`config.mk`:
```
export PLATFORM = sky130hd
export DESIGN_NAME = timer
export DESIGN_NICKNAME = d
export VERILOG_FILES = /design/src/rtl/timer.sv
export SDC_FILE = /design/constraint.sdc
export NUM_CORES = 1
export LEC_CHECK = 0
export ABC_CLOCK_PERIOD_IN_PS = 2000
export BUFFER_PORTS_ARGS = -buffer_cell sky130_fd_sc_hd__buf_2
export CORE_AREA = 2 2 122 124
export CTS_BUF_LIST = sky130_fd_sc_hd__clkbuf_4 sky130_fd_sc_hd__clkbuf_8 sky130_fd_sc_hd__clkbuf_16
export DETAILED_ROUTE_END_ITERATION = 10
export DIE_AREA = 0 0 124 126
export SETUP_SLACK_MARGIN = 0.15
export SLEW_MARGIN = 20
export SYNTH_ARGS = -nofsm -noshare
export SYNTH_HDL_FRONTEND = slang
export SYNTH_SLANG_ARGS = --single-unit
```
`constraint.sdc`:
```
create_clock -name clk -period 2 [get_ports clk]
set_input_delay 0 -clock clk [delete_from_list [all_inputs] [get_ports clk]]
set_output_delay 0 -clock clk [all_outputs]
set_load 0.05 [all_outputs]
```
`src/rtl/timer.sv`:
```
// Memory-mapped countdown timer (CTRL / PRESET / COUNT) with one-shot and auto-reload modes.
// Optional macro TIMER_PRESCALE_EN adds a CTRL[7:4] prescaler for the count rate.
module timer #(
  parameter logic [31:0] BASE_ADDR = 32'h0000_7F00,
  parameter logic [2:0]  WORD_MODE = 3'd0
) (
  input  logic        clk,
  input  logic        rst,
  input  logic [31:0] addr,
  input  logic        write_enable,
  input  logic [31:0] write_data,
  input  logic [2:0]  dm_mode,
  input  logic        stop,
  input  logic        sel,
  output logic [31:0] read_result,
  output logic        valid,
  output logic        irq
);

  // Bus handshake: valid is a same-cycle legality flag with no ready; a write
  // commits on the next clock edge only when write_enable & valid & ~stop.

  typedef enum logic [1:0] {
    IDLE = 2'd0,
    LOAD = 2'd1,
    CNT  = 2'd2,
    INT  = 2'd3
  } state_t;

  state_t      state, state_n;
  logic        en, en_n;
  logic [1:0]  mode, mode_n;
  logic        im, im_n;
  logic [31:0] preset, preset_n;
  logic [31:0] count, count_n;
  logic        irq_pending, pend_n;

  logic [31:0] offset;
  logic        hit;
  logic        is_ctrl;
  logic        is_preset;
  logic        is_count;
  logic        commit;
  logic        wr_ctrl;
  logic        wr_preset;
  logic        en_eff;
  logic        ps_tick;

`ifdef TIMER_PRESCALE_EN
  logic [3:0]  ps, ps_n;
  logic [15:0] ps_cnt, ps_cnt_n;
  assign ps_tick = (ps_cnt == ((16'd1 << ps) - 16'd1));
`else
  assign ps_tick = 1'b1;
`endif

  // Offset arithmetic wraps addresses below BASE_ADDR to large values, so one compare covers both bounds.
  assign offset    = addr - BASE_ADDR;
  assign hit       = (offset < 32'd12) && (addr[1:0] == 2'b00);
  assign is_ctrl   = hit && (offset[3:2] == 2'd0);
  assign is_preset = hit && (offset[3:2] == 2'd1);
  assign is_count  = hit && (offset[3:2] == 2'd2);

  assign valid     = sel & hit & (dm_mode == WORD_MODE) & ~(write_enable & is_count);
  assign commit    = write_enable & valid & ~stop;
  assign wr_ctrl   = commit & is_ctrl;
  assign wr_preset = commit & is_preset;

  // EN as it will be after this edge, so a disabling write during LOAD skips the count.
  assign en_eff    = wr_ctrl ? write_data[0] : en;

  always_comb begin
    read_result = 32'd0;
    if (is_ctrl) begin
`ifdef TIMER_PRESCALE_EN
      read_result = {24'd0, ps, im, mode, en};
`else
      read_result = {28'd0, im, mode, en};
`endif
    end else if (is_preset) begin
      read_result = preset;
    end else if (is_count) begin
      read_result = count;
    end
  end

  always_comb begin
    state_n  = state;
    count_n  = count;
    en_n     = en;
    mode_n   = mode;
    im_n     = im;
    preset_n = preset;
    pend_n   = irq_pending;
`ifdef TIMER_PRESCALE_EN
    ps_n     = ps;
    ps_cnt_n = ps_cnt;
`endif

    if (wr_ctrl || wr_preset) begin
      pend_n = 1'b0;
    end

    case (state)
      IDLE: begin
        if (en) begin
          state_n = LOAD;
        end
      end
      LOAD: begin
        count_n = preset;
`ifdef TIMER_PRESCALE_EN
        ps_cnt_n = 16'd0;
`endif
        state_n = en_eff ? CNT : IDLE;
      end
      CNT: begin
        if (!en) begin
          state_n = IDLE;
        end else begin
          if (ps_tick) begin
            if (count > 32'd1) begin
              count_n = count - 32'd1;
            end else begin
              // A terminal count of 0 (PRESET=0) fires just like 1.
              count_n = 32'd0;
              pend_n  = 1'b1;
              state_n = INT;
            end
          end
`ifdef TIMER_PRESCALE_EN
          ps_cnt_n = ps_tick ? 16'd0 : ps_cnt + 16'd1;
`endif
        end
      end
      INT: begin
        state_n = IDLE;
        if (mode == 2'b01) begin
          pend_n = 1'b0;
        end else begin
          en_n = 1'b0;
        end
      end
      default: begin
        state_n = IDLE;
      end
    endcase

    // CPU CTRL write applied last so it overrides the one-shot EN clear.
    if (wr_ctrl) begin
      en_n   = write_data[0];
      mode_n = write_data[2:1];
      im_n   = write_data[3];
`ifdef TIMER_PRESCALE_EN
      ps_n   = write_data[7:4];
`endif
    end
    if (wr_preset) begin
      preset_n = write_data;
    end
  end

  always_ff @(posedge clk) begin
    if (rst) begin
      state       <= IDLE;
      en          <= 1'b0;
      mode        <= 2'd0;
      im          <= 1'b0;
      preset      <= 32'd0;
      count       <= 32'd0;
      irq_pending <= 1'b0;
      irq         <= 1'b0;
`ifdef TIMER_PRESCALE_EN
      ps          <= 4'd0;
      ps_cnt      <= 16'd0;
`endif
    end else begin
      state       <= state_n;
      en          <= en_n;
      mode        <= mode_n;
      im          <= im_n;
      preset      <= preset_n;
      count       <= count_n;
      irq_pending <= pend_n;
      irq         <= im_n & pend_n;
`ifdef TIMER_PRESCALE_EN
      ps          <= ps_n;
      ps_cnt      <= ps_cnt_n;
`endif
    end
  end

endmodule

```
Yosys cells after proc, flatten, opt, wreduce, memory -nomap -nowiden --
Index checks and enable logic that the tools add are counted.
Word-level totals: register bits 72, input bits 72, output and inout port bits 34, word-level logic and storage cells 68
Cells by class: $add $sub $neg 2, $lt $le $gt $ge 2, equality and inequality tests 10, multiplexer cells 21, bitwise gates (word level) 11, reduce and logical (&&, ||, !) cells 14
Operators with widths (number):
- 2-to-1 mux 32 bit | 5
- one-hot mux 32 bit (2 select lines) | 1
- > comparator 32 x 1 -> 1 bit, second input constant | 1
- less-than comparator 32 x 4 -> 1 bit, second input constant | 1
- subtractor 32 x 1 -> 32 bit, second input constant | 1
- subtractor 32 x 15 -> 32 bit, second input constant | 1
- bitwise AND 1 bit | 9
- 2-to-1 mux 1 bit | 9
- 2-to-1 mux 2 bit | 4
- one-hot mux 2 bit (4 select lines) | 1
- equality test 2 x 1 -> 1 bit, second input constant | 3
- equality test 2 bit, second input constant | 3
- logical NOT 2 bit | 3
- != test 2 bit, second input constant | 3
- AND reduction 2 bit | 3
- logical AND 1 bit | 4
- nonzero test 2 bit | 2
- logical NOT 3 bit | 1
- != test 3 bit, second input constant | 1
- NOT 1 bit | 2
- one-hot mux 1 bit (2 select lines) | 1
- logical OR 1 bit | 1

Depth between registers and ports, before layout --
Gate-level depths: netlist of run 1.
depth after elaboration 16, mapped depth 7, depth with buffers taken out 7

Worst setup path after synthesis of run 1 --
No wires, ideal clock.
path kind register to register, start register count[6], end register count[3], arrival 1.984 ns, data required time 1.863 ns, setup slack -0.121 ns, stages on the path, launching flop included 8, period minus slack after synthesis 2.121 ns, path through dfxtp_1 > buf_2 > nor4_4 > nand2b_1 > or4_1 > clkbuf_1 > nand2_1 > a2111oi_0
On the way: word-level cells in the longest chain between the ends 4
RTL lines:
- start: declaration | RTL line 35 | logic [31:0] count, count_n;
- start signal: assignment | RTL line 183 | count <= count_n;
- > comparator 32 x 1 -> 1 bit | RTL line 122 | if (count > 32'd1) begin
- 2-to-1 mux 32 bit | RTL line 122
- 2-to-1 mux 32 bit | RTL line 118 | if (!en) begin
- one-hot mux 32 bit (2 select lines) | RTL line 104 | case (state)
No other way between the ends. The select of a mux whose other input is x is not followed. A chain may end at the register's enable or synchronous reset.

Worst setup path in the final report of run 1 --
start register count[9], end register irq
On the way: word-level cells in the longest chain between the ends 5
RTL lines:
- > comparator 32 x 1 -> 1 bit | RTL line 122
- 2-to-1 mux 1 bit | RTL line 122
- 2-to-1 mux 1 bit | RTL line 118
- one-hot mux 1 bit (2 select lines) | RTL line 104
- bitwise AND 1 bit | RTL line 185 | irq <= im_n & pend_n;
- end signal: assignment | RTL line 185
- end: declaration | RTL line 17 | output logic irq
No other way between the ends.

==> results of run 1 <==
-- logic make-up after synthesis --
logic type | Yosys count | share of synthesized area, %
AO/OA/AOI/OAI | 155 | 23.9
XOR/XNOR | 3 | 0.609
adder cells (fa/ha/maj) | 2 | 0.580
buffers and inverters | 56 | 4.96
flip-flops | 72 | 33.4
multiplexers | 40 | 9.28
AND/OR/NAND/NOR | 221 | 27.2
-- layer usage --
metal,routed length (µm),GRT usage [%]
met5,0,0
met4,306,6.74
met3,593,3.85
met2,7370,33.6
met1,7190,25.3
-- path summary, 6_finish.rpt --
| check | from | end | slack (ns) | depth (start not counted) |
|---|---|---|---|---|
| setup / recovery | count[9] | irq | -0.01 | 6 |
| hold / removal | stop | irq_pending | 0.21 | 5 |
| setup reg to reg | count[9] | irq | -0.01 | 6 |
| hold reg to reg | preset[22] | preset[22] | 0.53 | 2 |
-- critical path: stages, from the launching register on --
cell and delay [ns]:
dfxtp_2 0.33, nor4_4 0.30, buf_4 0.20, nand2b_4 0.06, or4_4 0.57, or3_4 0.37, a21oi_2 0.12
-- power breakdown --
group,internal (mW),switching (mW)
Sequential,1.43,0.00000000000352
Combinational,0.109,0.0920
Clock,1.12,0.632
Total,2.66,0.724
-- cell type report --
class | instances | area, µm² | share of cell area (%)
multi-input cells | 421 | 3070 | 46.0
well taps | 184 | 230 | 3.45
clock inverters | 6 | 82.6 | 1.24
flip-flops and latches | 72 | 1450 | 21.7
clock buffers | 10 | 239 | 3.58
inverters | 11 | 41.3 | 0.619
repair buffers | 221 | 1560 | 23.3
-- stage by stage --
stage	hold WS, ns	util, %	TNS [ns]	area, µm²
final	0.211	46.6	-0.0113	6670
after global routing	0.242	46.6	-0.378	6670
after CTS	0.179	45.5	-0.000105	6510
after detailed placement	0.237	39.0	-0.0934	5580
after global placement	0.230	39.0	-0.00205	5580
after floorplan	0.140	-	0	4410
-- repair_timing --
item	in CTS	in global routing
pin swaps	17	12
hold buffers	32	0
setup endpoints to repair	32	35
cloned	1	0
hold endpoints to repair	38	0
gates resized for setup	45	27
buffers inserted	7	2
-- state kept, by name, summed over array words and instances, names as in the netlist --
signal and cells:
count 32, irq 1, en 1, state 2, preset 32, irq_pending 1
im 1, mode 2
-- placed cells by master, fill, tap and decap left out, drive strengths merged, types with 3 or more instances in the layout --
cell type and count:
dlygate4sd3 32, nor3 12, or3 6, a2111oi 3
nor4 17, o31a 3, a211o 3, mux2i 40
clkinv 3, and3 3, inv 11, nand3 22
or4 7, a21oi 32, a221oi 7, xnor2 3
a22oi 28, a31oi 6, o21ai 34, nor2b 6
nand2 15, buf 188, nand2b 5, a211oi 17
clkbuf 10, o21a 3, a311o 4, nand4 6
dfxtp 72, and4b 3, nor2 100, nand4b 8
o211ai 3, nor3b 3
==> impl_metrics.tcl, run 1 <==
set metrics [dict create \
    status "complete, but fails checks" \
    violations "setup timing" \
    crit_type "reg2reg" \
    finalWirelength_um 15500 \
    hold_viol 0 \
    p_leak_nw 2.91 \
    fin_nets 810 \
    cp_max_fo 6 \
    cts-htree-levels 3 \
    area_growth_pct 54.4 \
    endpoint_kind "flip-flop" \
    maxSlewHeadroom_pct 39.7 \
    cts_buffers 9 \
    fillers 1397 \
    synth_common_cells "nor2_1, dfxtp_1, mux2i_1, clkbuf_1" \
    yosysWarnings 0 \
    via_count 5002 \
    fin_crit_sh_pct 101 \
    gp_congestion 0.902 \
    syn_nets 623 \
    drive_gt1_share_pct 38.3 \
    num_rows 44 \
    grt_pass1_wl_um 24700 \
    dp.cells 867 \
    die_w_um 124 \
    antenna_found_initial 0 \
    clk_pin_slew_ns 0.06 \
    seq_area_frac_synth_pct 33.4 \
    fin_skew_ns 0.00602 \
    synth.distinct_cells 54 \
    first_pass_iters 5 \
    synth_top_area_cell "dfxtp_1" \
    yosysMostFrequentCell "nor2_1" \
    clock_sinks 72 \
    grt_max_degree 39 \
    syn-instance-count 549 \
    io-pin-count 106 \
    setup_slack_ns -0.0113 \
    coreArea_um2 14300 \
    clk_latency_ns 0.35 \
    grt_usage_pct 19.9 \
    p_total_mw 3.39 \
    hp-class "in2reg" \
    worstPathArrival_ns 2.30 \
    required_ns 2.29 \
    cts_tree "done" \
    synth_flop_cell "dfxtp_1" \
    ir_drop_uv 534 \
    grt_pass1_vias 5024 \
    start_util_pct 30.2 \
    max_freq_ghz 0.497 \
    worstSetupStartpointType "flip-flop" \
    instances_no_fill 925 \
    setup_violations 1 \
    die_area_um2 15600 \
    cts_buffer_depth 2 \
    synth_edf_count 0 \
    synth_area_leaders "dfxtp_1, mux2i_1, nor2_1" \
    cap_violations 0 \
    synthArstFlopShare_pct 0 \
    grt_overflow_total 0 \
    first_iter_violations 291 \
    rsz0062_at_grt "true" \
    power-per-cell-area_nw_per_um2 508 \
    period_needed_ns 2.01 \
    vias_per_cell 5.41 \
    slew_violations 0 \
    drc 0 \
    synthesis.area_um2 4320 \
    synth.avg_cell_area_um2 7.86 \
    synth_top_area_share_pct 33.4 \
    ys_seq_elements 72 \
    ant_nets 0 \
    die_h_um 126 \
    hpwlAfterDp_um 10700 \
    wl_per_cell_um 16.7 \
    port_buffers 105 \
    tightest_slew_ns 0.904 \
    clockRootBuffer "clkbuf_16" \
    diodes 0 \
    pre_cts_slack_ns -0.0448 \
]
Power figures use the tool's default switching activity.
==> run 2: changes to the inputs <==
--- a/config.mk
+++ b/config.mk
@@ -7,10 +7,10 @@
 export LEC_CHECK = 0
 export ABC_CLOCK_PERIOD_IN_PS = 2000
 export BUFFER_PORTS_ARGS = -buffer_cell sky130_fd_sc_hd__buf_2
-export CORE_AREA = 2 2 122 124
+export CORE_AREA = 2 2 170 89
 export CTS_BUF_LIST = sky130_fd_sc_hd__clkbuf_4 sky130_fd_sc_hd__clkbuf_8 sky130_fd_sc_hd__clkbuf_16
 export DETAILED_ROUTE_END_ITERATION = 10
-export DIE_AREA = 0 0 124 126
+export DIE_AREA = 0 0 172 91
 export SETUP_SLACK_MARGIN = 0.15
 export SLEW_MARGIN = 20
 export SYNTH_ARGS = -nofsm -noshare
==> run 2 against run 1 <==
Compared with the run above:
- routed wire length grew 10%
- largest power group unchanged
- critical path type unchanged
- critical endpoint unchanged
- clock-buffer cell count grew 4
- non-clock buffer count grew 6
- clock power down 9%
- the flow still finishes with violations (setup timing)
==> impl_metrics.tcl, run 2 (synthesis results as in run 1) <==
set metrics [dict create \
    status "complete, but fails checks" \
    violations "setup timing" \
    start_util_pct 30.6 \
    setup_slack_ns -0.0927 \
    r2r-start "count[9]" \
    grt_pass1_wl_um 26900 \
    antenna_found_initial 0 \
    ir_drop_uv 389 \
    num_rows 31 \
    diodes 0 \
    clock_sinks 72 \
    drc 0 \
    endpoint_kind "flip-flop" \
    pwr-share-comb_pct 6.4 \
    vias_per_cell 5.58 \
    tightest_slew_ns 0.761 \
    maxSlewHeadroom_pct 49.2 \
    cap_violations 0 \
    coreArea_um2 14100 \
    rsz0062_at_grt "true" \
    p_switching_mw 0.723 \
    ff2ff_path_depth 5 \
    fin_tns_setup_ns -0.595 \
    cts_buffers 9 \
    hp-start "rst" \
    clk_pin_slew_ns 0.06 \
    area_growth_pct 54.6 \
    required_ns 2.27 \
    hpwlAfterDp_um 12100 \
    reg_top3 "count: 32 flops, preset: 32 flops" \
    grt_max_degree 35 \
    first_pass_iters 5 \
    die_h_um 91 \
    fin_crit_sh_pct 105 \
    crit_type "reg2reg" \
    worstPathArrival_ns 2.36 \
    r2r_slack_ns -0.09 \
    min_to "preset[23]" \
    drive_gt1_share_pct 37.8 \
    fin_nets 816 \
    cp_max_fo 5 \
    grt_overflow_total 0 \
    via_count 5273 \
    ant_nets 0 \
    seqCellArea_um2 1450 \
    p_int_mw 2.51 \
    final_cell_mix "buf_2, nor2_1, buf_4" \
    layout_commonest_cell "buf_2" \
    clk_latency_ns 0.34 \
    swShare_pct 22.3 \
    worstSetupStartpointType "flip-flop" \
    gp_congestion 0.909 \
    cts_tree "done" \
    worstReg2RegEnd "irq" \
    power-per-cell-area_nw_per_um2 485 \
    hold_viol 0 \
    die_area_um2 15700 \
    holdPathStages 2 \
    clockRootBuffer "clkbuf_16" \
    power_frac_seq_pct 44.3 \
    hp-class "in2reg" \
    multi_input_area_um2 3020 \
    p_total_mw 3.24 \
    port_buffers 105 \
    die_w_um 172 \
    clkPwrFrac_pct 49.3 \
    cts-htree-levels 3 \
    finalWirelength_um 17100 \
    fillers 1383 \
    first_iter_violations 422 \
    cts_buffer_depth 2 \
    fin_skew_ns 0.00636 \
    slew_violations 0 \
    io-pin-count 106 \
    period_needed_ns 2.09 \
    grt_usage_pct 21.9 \
    p_leak_nw 2.91 \
    setup_violations 17 \
    grt_pass1_vias 5061 \
    max_freq_ghz 0.478 \
    wl_per_cell_um 18.1 \
]
==> run 2: power by group through the flow <==
stage,Combinational (mW),Sequential [mW],Clock [mW]
floorplan,0.0560,1.47,0
global placement,0.148,1.47,0
detailed placement,0.153,1.47,0
CTS,0.204,1.43,1.60
global route,0.221,1.43,1.67
finish,0.206,1.43,1.60
==> run 2: worst max-delay path by stage <==
stage          startpoint         to  slack, ns
3_3_place_gp     count[9]  count[26]     -0.007
3_5_place_dp     count[9]  count[26]      -0.12
2_1_floorplan   count[14]  count[30]       0.03
5_1_grt          count[9]  count[26]      -0.17
4_1_cts          count[7]  count[26]      -0.07
6_report         count[9]        irq      -0.09
==> run 2: stage by stage <==
stage / utilization [%] / instance area (µm²) / setup slack, ns / hold slack, ns / instances
floorplan: - / 4410 / 0.0329 / 0.140 / 549
global placement: 39.9 / 5640 / -0.00711 / 0.231 / 884
detailed placement: 39.9 / 5640 / -0.115 / 0.238 / 884
CTS: 46.8 / 6610 / -0.0670 / 0.203 / 944
global route: 47.3 / 6680 / -0.172 / 0.231 / 945
finish: 47.3 / 6680 / -0.0927 / 0.212 / 945
==> run 2: critical path, stage by stage, from the launching register on <==
cell and delay (ns):
dfxtp_2 0.33, nor4_4 0.43, nand2b_1 0.15, or4_4 0.61
or3_4 0.37, a21oi_2 0.13
==> run 2: timing repair <==
| action | CTS | global route |
|---|---|---|
| endpoints found under the hold margin | 35 | 0 |
| buffers inserted | 11 | 1 |
| gates resized for setup | 52 | 12 |
| cloned | 1 | 0 |
| hold buffers | 32 | 0 |
| pin swaps | 15 | 5 |
| setup endpoints to repair | 32 | 35 |
==> run 2: layout make-up <==
| cell class | count | area share [%] |
|---|---|---|
| flip-flops and latches | 72 | 21.7 |
| repair buffers | 227 | 24.3 |
| inverters | 11 | 0.619 |
| multi-input cells | 421 | 45.3 |
| clock inverters | 2 | 0.187 |
| well taps | 198 | 3.71 |
| clock buffers | 14 | 4.22 |
==> run 2: per-layer routing <==
layer  wire (µm)  global-route usage [%]  part of all wire, %
met1        8540                    33.1                   50
met2        6900                    31.9                   40
met3        1460                    4.80                  8.5
met4         168                    3.64                 0.98
met5           0                       0                    0
==> run 3: changes to the inputs <==
--- a/config.mk
+++ b/config.mk
@@ -7,12 +7,13 @@
 export LEC_CHECK = 0
 export ABC_CLOCK_PERIOD_IN_PS = 2000
 export BUFFER_PORTS_ARGS = -buffer_cell sky130_fd_sc_hd__buf_2
-export CORE_AREA = 2 2 170 89
+export CAP_MARGIN = 5
+export CORE_AREA = 4 4 172 91
 export CTS_BUF_LIST = sky130_fd_sc_hd__clkbuf_4 sky130_fd_sc_hd__clkbuf_8 sky130_fd_sc_hd__clkbuf_16
 export DETAILED_ROUTE_END_ITERATION = 10
-export DIE_AREA = 0 0 172 91
+export DIE_AREA = 0 0 176 95
 export SETUP_SLACK_MARGIN = 0.15
-export SLEW_MARGIN = 20
+export SLEW_MARGIN = 40
 export SYNTH_ARGS = -nofsm -noshare
 export SYNTH_HDL_FRONTEND = slang
 export SYNTH_SLANG_ARGS = --single-unit
==> run 3 against run 2 <==
Compared with the run above:
- the run still ends with setup timing left
- first-iteration DRC count rose by 11%
- fmax rose by 2.3%
- cell area rose by 2.3%
- combinational power barely moved
- core utilization rose by 1.1 points
- sequential power barely moved
- die area rose by 6.8%
- clock power rose by 9%
- global-route usage fell by 2.1 points
- power rose by 4.3%
- critical path depth rose by 1
- non-clock buffer count rose by 4
- critical endpoint unchanged
- largest cell class unchanged
- largest power group unchanged
==> impl_metrics.tcl, run 3 (synthesis results as in run 1) <==
set metrics [dict create \
    clk_latency_ns 0.34 \
    grt_usage_pct 19.8 \
    clk_pin_slew_ns 0.06 \
    critPathBufInv 1 \
    instances_no_fill 949 \
    clockRootBuffer "clkbuf_16" \
    p_leak_nw 2.96 \
    ir_drop_uv 308 \
    cap_violations 0 \
    coreArea_um2 14100 \
    crit_family "simple AND/OR/NAND/NOR gates" \
    antenna_found_initial 0 \
    finalWirelength_um 17200 \
    power-per-cell-area_nw_per_um2 494 \
    crit_type "reg2reg" \
    cts_buffers 9 \
    start_util_pct 30.6 \
    grt_pass1_vias 4815 \
    die_h_um 95 \
    grt_pass1_wl_um 26200 \
    ant_nets 0 \
    num_rows 31 \
    fillers 1361 \
    fin_skew_ns 0.00814 \
    cts_tree "done" \
    die_area_um2 16700 \
    dp.cells 884 \
    clock_sinks 72 \
    slew_violations 0 \
    reg_top3 "count: 32 flops, preset: 32 flops" \
    violations "setup timing" \
    area_growth_pct 58.2 \
    tightest_slew_ns 0.615 \
    setup_slack_ns -0.0450 \
    worstPathArrival_ns 2.32 \
    maxSlewHeadroom_pct 59.0 \
    grt_overflow_total 0 \
    setup_violations 4 \
    required_ns 2.27 \
    fin_crit_sh_pct 102 \
    drive_gt1_share_pct 40.1 \
    final_cell_mix "buf_2, nor2_1, buf_4" \
    pre_cts_slack_ns -0.0708 \
    worstSetupStartpointType "flip-flop" \
    drc 0 \
    layout_commonest_cell "buf_2" \
    grt_max_degree 33 \
    r2r_slack_ns -0.04 \
    gp_congestion 0.904 \
    fin_nets 820 \
    hpwlAfterDp_um 12100 \
    cpPeakStageDelay_ns 0.53 \
    max_freq_ghz 0.489 \
    first_iter_violations 469 \
    period_needed_ns 2.04 \
    via_count 5175 \
    cp_slowest_cell "or4_4" \
    cp_max_fo 5 \
    first_pass_iters 5 \
    vias_per_cell 5.45 \
    endpoint_kind "flip-flop" \
    hold_viol 0 \
    die_w_um 176 \
    path_cells "nor4_4 > buf_4 > o2111ai_4 > or4_4 > or3_4 > a21oi_2" \
    port_buffers 105 \
    hp-class "in2reg" \
    cts_buffer_depth 2 \
    diodes 0 \
    cts-htree-levels 3 \
    fin_tns_setup_ns -0.0949 \
    wl_per_cell_um 18.2 \
    rsz0062_at_grt "true" \
    io-pin-count 106 \
    status "complete, but fails checks" \
]
run 3: cell types whose count changed in the layout (fill, tap and decap cells not counted), moves of 2 or more:
cell,previous run,this run
bufinv_16,0,2
clkbuf_8,3,0
buf_6,4,11
a211oi_1,12,7
a21oi_2,4,6
or4_1,5,3
clkinv_2,1,3
nand3_2,8,4
nand3_4,2,7
a211oi_2,5,10
or4_4,2,4
run 3: stage by stage:
stage / utilization, % / total power, mW / cell area [µm²] / hold WS (ns)
floorplan: - / 1.52 / 4410 / 0.140
global placement: 39.7 / 1.61 / 5610 / 0.231
detailed placement: 39.7 / 1.62 / 5610 / 0.242
CTS: 45.5 / 3.40 / 6420 / 0.124
global route: 48.4 / 3.48 / 6830 / 0.184
finish: 48.4 / 3.38 / 6830 / 0.157
run 3: report_power, final:
group	leakage [nW]	switching [mW]	total [mW]	internal, mW
combinational	2.22	0.0934	0.203	0.109
clock	0.160	0.639	1.74	1.10
sequential	0.583	0.00000000000371	1.43	1.43
total	2.96	0.732	3.38	2.64
run 3: layout make-up:
cell class                 count  area (µm²)  share of cell area, %
clock buffer                  10         233                   3.41
clock inverter                 6        83.8                   1.23
inverter                      11        41.3                  0.605
multi-input combinational    421        3120                   45.7
sequential                    72        1450                   21.2
tap                          198         248                   3.63
timing repair buffer         231        1660                   24.2
run 3: routing by layer:
metal  part of all wire [%]  GRT usage, %
met1                     50          30.2
met2                     40          27.8
met3                    8.2          4.64
met4                    1.3          4.73
met5                      0             0
run 3: path summary, 6_finish.rpt:
path	from	to	cells after the start
max reg2reg	count[2]	irq	6
max	count[2]	irq	6
min	rst	mode[1]	2
min reg2reg	preset[5]	preset[5]	2
run 3: repair_timing:
item,CTS,global route
buffers inserted,9,6
hold buffers,32,0
cloned,0,2
setup endpoints to repair,35,35
pin swaps,8,27
endpoints found under the hold margin,36,0
gates resized for setup,24,70
